## config.mk

```make
export PLATFORM = sky130hd
export DESIGN_NAME = beep_pattern_gen
export DESIGN_NICKNAME = d
export VERILOG_FILES = /design/src/rtl/beep_pattern_gen.sv
export SDC_FILE = /design/constraint.sdc
export NUM_CORES = 1
export LEC_CHECK = 0
export CAP_MARGIN = 20
export CORE_MARGIN = 2
export CORE_UTILIZATION = 52
export CTS_CLUSTER_DIAMETER = 100
export DETAILED_ROUTE_END_ITERATION = 16
export PLACE_DENSITY = 0.74
export REMOVE_ABC_BUFFERS = 1
export SYNTH_ARGS = -nofsm -noshare
export SYNTH_HDL_FRONTEND = slang
export SYNTH_SLANG_ARGS = --single-unit
```

## constraint.sdc

```tcl
create_clock -name clk -period 3.2 [get_ports clk]
set_input_delay 0.64 -clock clk [delete_from_list [all_inputs] [get_ports clk]]
set_output_delay 0.64 -clock clk [all_outputs]
set_load 0.005 [all_outputs]
```

## src/rtl/beep_pattern_gen.sv

```systemverilog
// beep_pattern_gen
// ----------------
// Plays a burst of beeps timed by an external tick (the timer's full_r
// pulse). A trigger latches the beep count and the on/off lengths in
// ticks. While a beep is on, the buzzer pin carries a square tone with a
// half-period of TONE_HALF clk cycles. A stop request aborts the burst at
// once.
//
// Ports:
//   clk        in   system clock, rising edge
//   rst        in   asynchronous reset, active low
//   tick       in   one-cycle time-base pulse
//   trig       in   start-burst request, ignored while busy
//   stop       in   abort request, highest priority
//   beep_num   in   beeps per burst (0: trig ignored)
//   on_ticks   in   ticks per beep-on phase (0 acts as 1)
//   off_ticks  in   ticks per gap phase (0 acts as 1)
//   beep       out  buzzer drive, registered square wave
//   busy       out  high while a burst is playing
//   done       out  one-cycle pulse on normal burst completion
//   beeps_left out  remaining beeps, including the current one
module beep_pattern_gen #(
  parameter int unsigned TONE_HALF = 12500
) (
  input  logic       clk,
  input  logic       rst,
  input  logic       tick,
  input  logic       trig,
  input  logic       stop,
  input  logic [3:0] beep_num,
  input  logic [7:0] on_ticks,
  input  logic [7:0] off_ticks,
  output logic       beep,
  output logic       busy,
  output logic       done,
  output logic [3:0] beeps_left
);

  typedef enum logic [1:0] {
    S_IDLE = 2'd0,
    S_ON   = 2'd1,
    S_OFF  = 2'd2
  } state_t;

  localparam logic [15:0] TONE_LAST = 16'(TONE_HALF - 1);

  state_t      state_q, state_d;
  logic [15:0] tone_cnt_q, tone_cnt_d;
  logic [7:0]  tick_cnt_q, tick_cnt_d;
  logic [7:0]  on_len_q, on_len_d;
  logic [7:0]  off_len_q, off_len_d;
  logic [3:0]  beeps_left_q, beeps_left_d;
  logic        beep_q, beep_d;
  logic        busy_q, busy_d;
  logic        done_q, done_d;

  // Next-state and next-output computation for the burst sequencer.
  always_comb begin
    state_d      = state_q;
    tone_cnt_d   = tone_cnt_q;
    tick_cnt_d   = tick_cnt_q;
    on_len_d     = on_len_q;
    off_len_d    = off_len_q;
    beeps_left_d = beeps_left_q;
    beep_d       = beep_q;
    busy_d       = busy_q;
    done_d       = 1'b0;

    if (stop) begin
      // Abort wins over tick and trig in the same cycle; no done pulse.
      state_d      = S_IDLE;
      tone_cnt_d   = 16'd0;
      tick_cnt_d   = 8'd0;
      beeps_left_d = 4'd0;
      beep_d       = 1'b0;
      busy_d       = 1'b0;
    end else begin
      case (state_q)
        S_IDLE: begin
          if (trig && (beep_num != 4'd0)) begin
            // Zero lengths are stored as 1 so the terminal compare
            // (length-1) never underflows.
            on_len_d     = (on_ticks  == 8'd0) ? 8'd1 : on_ticks;
            off_len_d    = (off_ticks == 8'd0) ? 8'd1 : off_ticks;
            beeps_left_d = beep_num;
            tick_cnt_d   = 8'd0;
            tone_cnt_d   = 16'd0;
            beep_d       = 1'b1;
            busy_d       = 1'b1;
            state_d      = S_ON;
          end else begin
            state_d = S_IDLE;
          end
        end

        S_ON: begin
          if (tone_cnt_q == TONE_LAST) begin
            tone_cnt_d = 16'd0;
            beep_d     = ~beep_q;
          end else begin
            tone_cnt_d = tone_cnt_q + 16'd1;
          end

          if (tick) begin
            if (tick_cnt_q == (on_len_q - 8'd1)) begin
              tick_cnt_d   = 8'd0;
              tone_cnt_d   = 16'd0;
              beep_d       = 1'b0;
              beeps_left_d = beeps_left_q - 4'd1;
              if (beeps_left_q == 4'd1) begin
                // Last beep finished: the trailing gap is not played.
                state_d = S_IDLE;
                busy_d  = 1'b0;
                done_d  = 1'b1;
              end else begin
                state_d = S_OFF;
              end
            end else begin
              tick_cnt_d = tick_cnt_q + 8'd1;
            end
          end else begin
            tick_cnt_d = tick_cnt_q;
          end
        end

        S_OFF: begin
          beep_d     = 1'b0;
          tone_cnt_d = 16'd0;
          if (tick) begin
            if (tick_cnt_q == (off_len_q - 8'd1)) begin
              // Next beep starts with a fresh tone phase, pin high.
              tick_cnt_d = 8'd0;
              beep_d     = 1'b1;
              state_d    = S_ON;
            end else begin
              tick_cnt_d = tick_cnt_q + 8'd1;
            end
          end else begin
            tick_cnt_d = tick_cnt_q;
          end
        end

        default: begin
          state_d      = S_IDLE;
          tone_cnt_d   = 16'd0;
          tick_cnt_d   = 8'd0;
          beeps_left_d = 4'd0;
          beep_d       = 1'b0;
          busy_d       = 1'b0;
        end
      endcase
    end
  end

  // State and output registers with asynchronous active-low reset.
  always_ff @(posedge clk or negedge rst) begin
    if (!rst) begin
      state_q      <= S_IDLE;
      tone_cnt_q   <= 16'd0;
      tick_cnt_q   <= 8'd0;
      on_len_q     <= 8'd0;
      off_len_q    <= 8'd0;
      beeps_left_q <= 4'd0;
      beep_q       <= 1'b0;
      busy_q       <= 1'b0;
      done_q       <= 1'b0;
    end else begin
      state_q      <= state_d;
      tone_cnt_q   <= tone_cnt_d;
      tick_cnt_q   <= tick_cnt_d;
      on_len_q     <= on_len_d;
      off_len_q    <= off_len_d;
      beeps_left_q <= beeps_left_d;
      beep_q       <= beep_d;
      busy_q       <= busy_d;
      done_q       <= done_d;
    end
  end

  assign beep       = beep_q;
  assign busy       = busy_q;
  assign done       = done_q;
  assign beeps_left = beeps_left_q;

endmodule

```

Yosys cells after proc, flatten, opt, wreduce, memory -nomap -nowiden. Cells that the tools add are included.

Register bits after elaboration: 49. Bits in latches: 0. Bits in writable memories: 0. Bits in read-only memories: 0. Input port bits: 25. Output and inout port bits: 7. Memories kept: 0.

Add/subtract/negate cells: 5. Multipliers: 0. Divide/modulo/power cells: 0. $lt $le $gt $ge: 0. Eq/ne operators: 13. Shifts and indexed selects: 0. Muxes and demuxes: 46. Bitwise operators: 2. Reductions and logical operators: 10.

Operators by type and width (number): $mux W16 (5); $mux W8 (8); $pmux W16 S2 (1); $pmux W8 S3 (1); $ne A3 B3 Y1 const B (6); $mux W1 (17); $add A16 B1 Y16 const B (1); $eq A16 B14 Y1 const B (1); $eq A8 B8 Y1 (2); $logic_not A8 Y1 (2); $mux W4 (4); $sub A8 B1 Y8 const B (2); $mux W2 (6); $pmux W4 S3 (1); $add A8 B1 Y8 const B (1); $reduce_and A4 Y1 (2); $pmux W1 S3 (2); $pmux W2 S3 (1); $reduce_and A3 Y1 (2); $reduce_and A5 Y1 (1); $eq A4 B1 Y1 const B (1); $reduce_bool A4 Y1 (1); $sub A4 B1 Y4 const B (1); $eq A2 B1 Y1 const B (1); other kinds (5) (6).

Logic depth before layout (Yosys ltp).
Depth after elaboration: 6. Depth in mapped cells: 11.

Worst setup path before layout. OpenSTA, ideal clock, no wires.

Kind: flip-flop to flip-flop. From: reg on_len_q[0]. To: reg tone_cnt_q[12]. Setup time: 124 ps. Data arrival time: 2438 ps. Path slack: 638 ps. Cell stages (with the launch flop): 11. Period minus slack after synthesis: 2562 ps. Cell sequence: dfrtp_1 inv_1 ha_1 or3b_1 nor4_1 o2111ai_1 a311o_1 o2111ai_4 buf_6 nor2_1 a211o_1.

Longest elaborated chain between the ends: 6.

Ends and longest elaborated chain: start: declaration (RTL line 50) `logic [7:0] on_len_q, on_len_d;`; start signal: assignment (RTL line 171) `on_len_q <= on_len_d;`; $sub A8 B1 Y8 (RTL line 105) `if (tick_cnt_q == (on_len_q - 8'd1)) begin`; $eq A8 B8 Y1 (RTL line 105); $mux W16 (RTL line 105); $mux W16 (RTL line 104) `if (tick) begin`; $pmux W16 S2 (RTL line 78) `case (state_q)`; $mux W16 (RTL line 69) `if (stop) begin`; end signal: assignment (RTL line 169) `tone_cnt_q <= tone_cnt_d;`; end: declaration (RTL line 48) `logic [15:0] tone_cnt_q, tone_cnt_d;`.

No other way between the ends. A chain may end at the register's enable or synchronous reset.

Worst setup path in the final report.
From: reg on_len_q[0]. To: reg tone_cnt_q[11].

Same word-level chain as after synthesis.

==> impl_metrics.csv <==
group,metric,value,unit
layout,syn2layout_area_growth,17.36,%
routing,drc,0,
cts,cts_tree,"built",
logic_synthesis,synthMuxAreaShare,5.263,%
timing,relSlewSlack,59.10,%
placement,io_buffers,31,
cts,cts_resized,0,
cts,clk_latency,0.30,ns
routing,vias,2637,
pwr,peakVddDrop,0.0003002,V
placement,place_ws,0.3023,ns
run,drv_cap,0,
routing,detail_route.wl_per_cell,14.10,µm
grt,grt_max_degree,50,
worst_setup_path,cp.buffers_inverters,2,
logic_synthesis,netlist_area,3114,µm²
cts,cts.htree.levels,2,
cts,cts_buffers,5,
routing,drt_iter0_markers,142,
worst_setup_path,path_cells,"inv_1 -> ha_1 -> or3b_1 -> nor4_1 -> o2111ai_1 -> a311o_1 -> o2111ai_4 -> buf_4 -> and2b_1 -> o22a_1",
die,num_rows,28,
timing,finalSetupTns,0,ns
layout,nFillCells,497,
timing,rsz0062_at_grt,"false",
logic_synthesis,ys_seq_area_share,39.37,%
routing,avgViaCountPerCell,5.796,
logic_synthesis,ys_ff_latch,49,
grt,grt_pass1_vias,2514,
timing,setup_viol,0,
pwr,power.density,674.4,nW/µm²
timing,hold_viol,0,
timing,fin_crit,2.937,ns
worst_setup_path,crit_slowest_cell,"dfrtp_1",
grt,antenna_found_initial,0,
routing,postRouteAntennaNets,0,
logic_synthesis,synthFlopType,"dfrtp_1",
die,die_h,81.39,µm
logic_synthesis,yosysUniqueCellTypes,55,
die,ioPinCount,32,
min_path,hold_class,"in2async",
worst_setup_path,crit_arrival,3.13,ns
pwr,p_leak,0.001602,µW
worst_setup_path,max_stage_delay,0.45,ns
worst_setup_path,worstPathRequired,3.39,ns
layout,final_cell_mix,"dfrtp_1 (49), nand2_1 (35), clkdlybuf4s50_1 (30), o21ai_0 (26)",
logic_synthesis,syn-mean-instance-area,9.001,µm²
timing,fin_crit_sh,91.78,%
logic_synthesis,synthArstFlopShare,100.0,%
die,die-area,6624,µm²
logic_synthesis,syn_inst,346,
logic_synthesis,synth_fa_ha_area_share,4.018,%
cts,cts_sinks,49,
timing,fin_ws,0.2630,ns
die,core-area,5851,µm²
placement,place_hpwl,4719,µm
timing,worst_pin_slew,0.6135,ns
worst_setup_path,crit_family,"compound AO/OA/AOI/OAI gates",
cts,root_buffer,"clkbuf_8",
timing,fmax,340.5,MHz
layout,drive_gt1_share,9.474,%
die,start_util,53.23,%
worst_setup_path,cp_max_fo,28,
cts,cts_buffer_depth,2,
logic_synthesis,synth_warnings,0,
routing,first_pass_iters,4,
run_status,status,"completed",
cts,cts_hold_buf,0,
grt,track_usage,21.08,%
timing,fin_skew,0.01220,ns
layout,layout_commonest_cell,"dfrtp_1",
layout,num-nets-final,414,
logic_synthesis,synth_top_family_by_area,"simple AND/OR/NAND/NOR gates",
cts,post-cts-setup-buffers,0,
grt,grt_pass1_wl,11080,µm
logic_synthesis,synth_edf_count,0,
timing,final_max_slew_viol_count,0,
cts,clk_pin_slew,0.10,ns
die,die_w,81.39,µm
placement,routabilityCongestion,0.8529,
grt,globalRouteOverflowTotal,0,
worst_setup_path,crit_type,"reg2reg",
routing,totalWireLength,6414,µm
logic_synthesis,synthXorXnorAreaFrac,5.344,%
logic_synthesis,synth_compound_area_share,16.71,%
worst_setup_path,start_kind,"register",
worst_setup_path,end_kind,"register",
layout,antenna_cells,0,
logic_synthesis,synth-simple-area-share,24.39,%
==> synthesized netlist by cell type, types with 2 or more instances <==
master | count | area (µm²)
clkbuf_1 | 10 | 37.54
ha_1 | 10 | 125.1
o21ai_0 | 26 | 130.1
or4_1 | 2 | 15.01
nor3b_1 | 5 | 37.54
nand2_1 | 35 | 131.4
a21o_1 | 7 | 52.55
inv_1 | 21 | 78.83
and4_1 | 3 | 26.28
mux2_2 | 11 | 123.9
and3_1 | 8 | 50.05
xnor2_1 | 9 | 78.83
and2_1 | 3 | 18.77
a211o_1 | 3 | 26.28
nor3_1 | 18 | 90.09
mux2i_1 | 4 | 40.04
buf_2 | 2 | 10.01
xor2_1 | 10 | 87.58
o2111ai_1 | 2 | 17.52
nand2b_1 | 5 | 31.28
o22a_1 | 8 | 70.07
a31oi_1 | 2 | 12.51
nand3_1 | 8 | 40.04
o31ai_1 | 2 | 15.01
or3_1 | 2 | 12.51
nor4b_1 | 2 | 17.52
nor4_1 | 5 | 31.28
buf_4 | 2 | 15.01
or2_2 | 4 | 25.02
dfrtp_1 | 49 | 1226
nor2_1 | 21 | 78.83
and2b_1 | 5 | 37.54
nor2b_1 | 5 | 31.28
a21oi_1 | 11 | 55.05
nand4_1 | 6 | 37.54
==> per-layer routing <==
metal	global-route usage, %	part of all wire [%]
met1	27.87	49
met2	35.25	48
met3	3.778	2.9
met4	6.102	1.0
met5	0	0
==> worst register-to-register path, delay by kind of cell (launching register included) <==
family	cells	cell delay (ns)
buffers and inverters	2	0.39
and+or+nand+nor	3	0.83
DFF	1	0.45
AOI/OAI and AO/OA	4	0.97
adders and majority gates	1	0.18
==> layout make-up <==
type / instances / area (µm²) / share of cell area (%)
clock buffer: 6 / 82.58 / 2.259
clock inverter: 2 / 37.54 / 1.027
inverter: 21 / 78.83 / 2.157
multi-input combinational: 261 / 1735 / 47.48
sequential: 49 / 1226 / 33.55
tap: 75 / 93.84 / 2.568
timing repair buffer: 41 / 400.4 / 10.96
==> where the power goes <==
part / internal, µW / switching (µW)
Combinational: 518 / 529
Sequential: 770 / 176
Clock: 255 / 217
==> flip-flops by register name, summed over array words and instances, names as in the netlist <==
register / cells
tone_cnt_q: 16
tick_cnt_q: 8
on_len_q: 8
beeps_left: 4
beep: 1
state_q: 2
off_len_q: 8
busy: 1
done: 1
==> path summary, 6_finish.rpt <==
path / to / cells past startpoint / startpoint / slack (ns)
worst max register to register: tone_cnt_q[11] / 10 / on_len_q[0] / 0.26
worst max-delay path: tone_cnt_q[11] / 10 / on_len_q[0] / 0.26
min in group clk: tone_cnt_q[7] / 1 / tone_cnt_q[7] / 0.51
worst min-delay path: tick_cnt_q[3] / 1 / rst / 0.34
max in group asynchronous: tone_cnt_q[8] / 2 / rst / 2.33
worst min register to register: tone_cnt_q[7] / 1 / tone_cnt_q[7] / 0.51
==> per-stage QoR <==
step	hold slack, ns	std cells	total power, µW	instance area [µm²]	util, %
3_5_place_dp	0.4971	446	1999	3507	59.94
5_1_grt	0.3764	455	2658	3655	62.47
3_3_place_gp	0.4857	446	1959	3507	59.94
6_report	0.3360	455	2465	3655	62.47
2_1_floorplan	0.3444	331	1656	3040	-
4_1_cts	0.5191	454	2479	3627	62.00
==> cells by family after synthesis <==
| group | after synthesis |
|---|---|
| buf+inv | 36 |
| mux | 15 |
| simple gates | 141 |
| compound gates | 76 |
| flops | 49 |
| fa+ha+maj | 10 |
| xor+xnor | 19 |
Power figures use the tool's default switching activity.
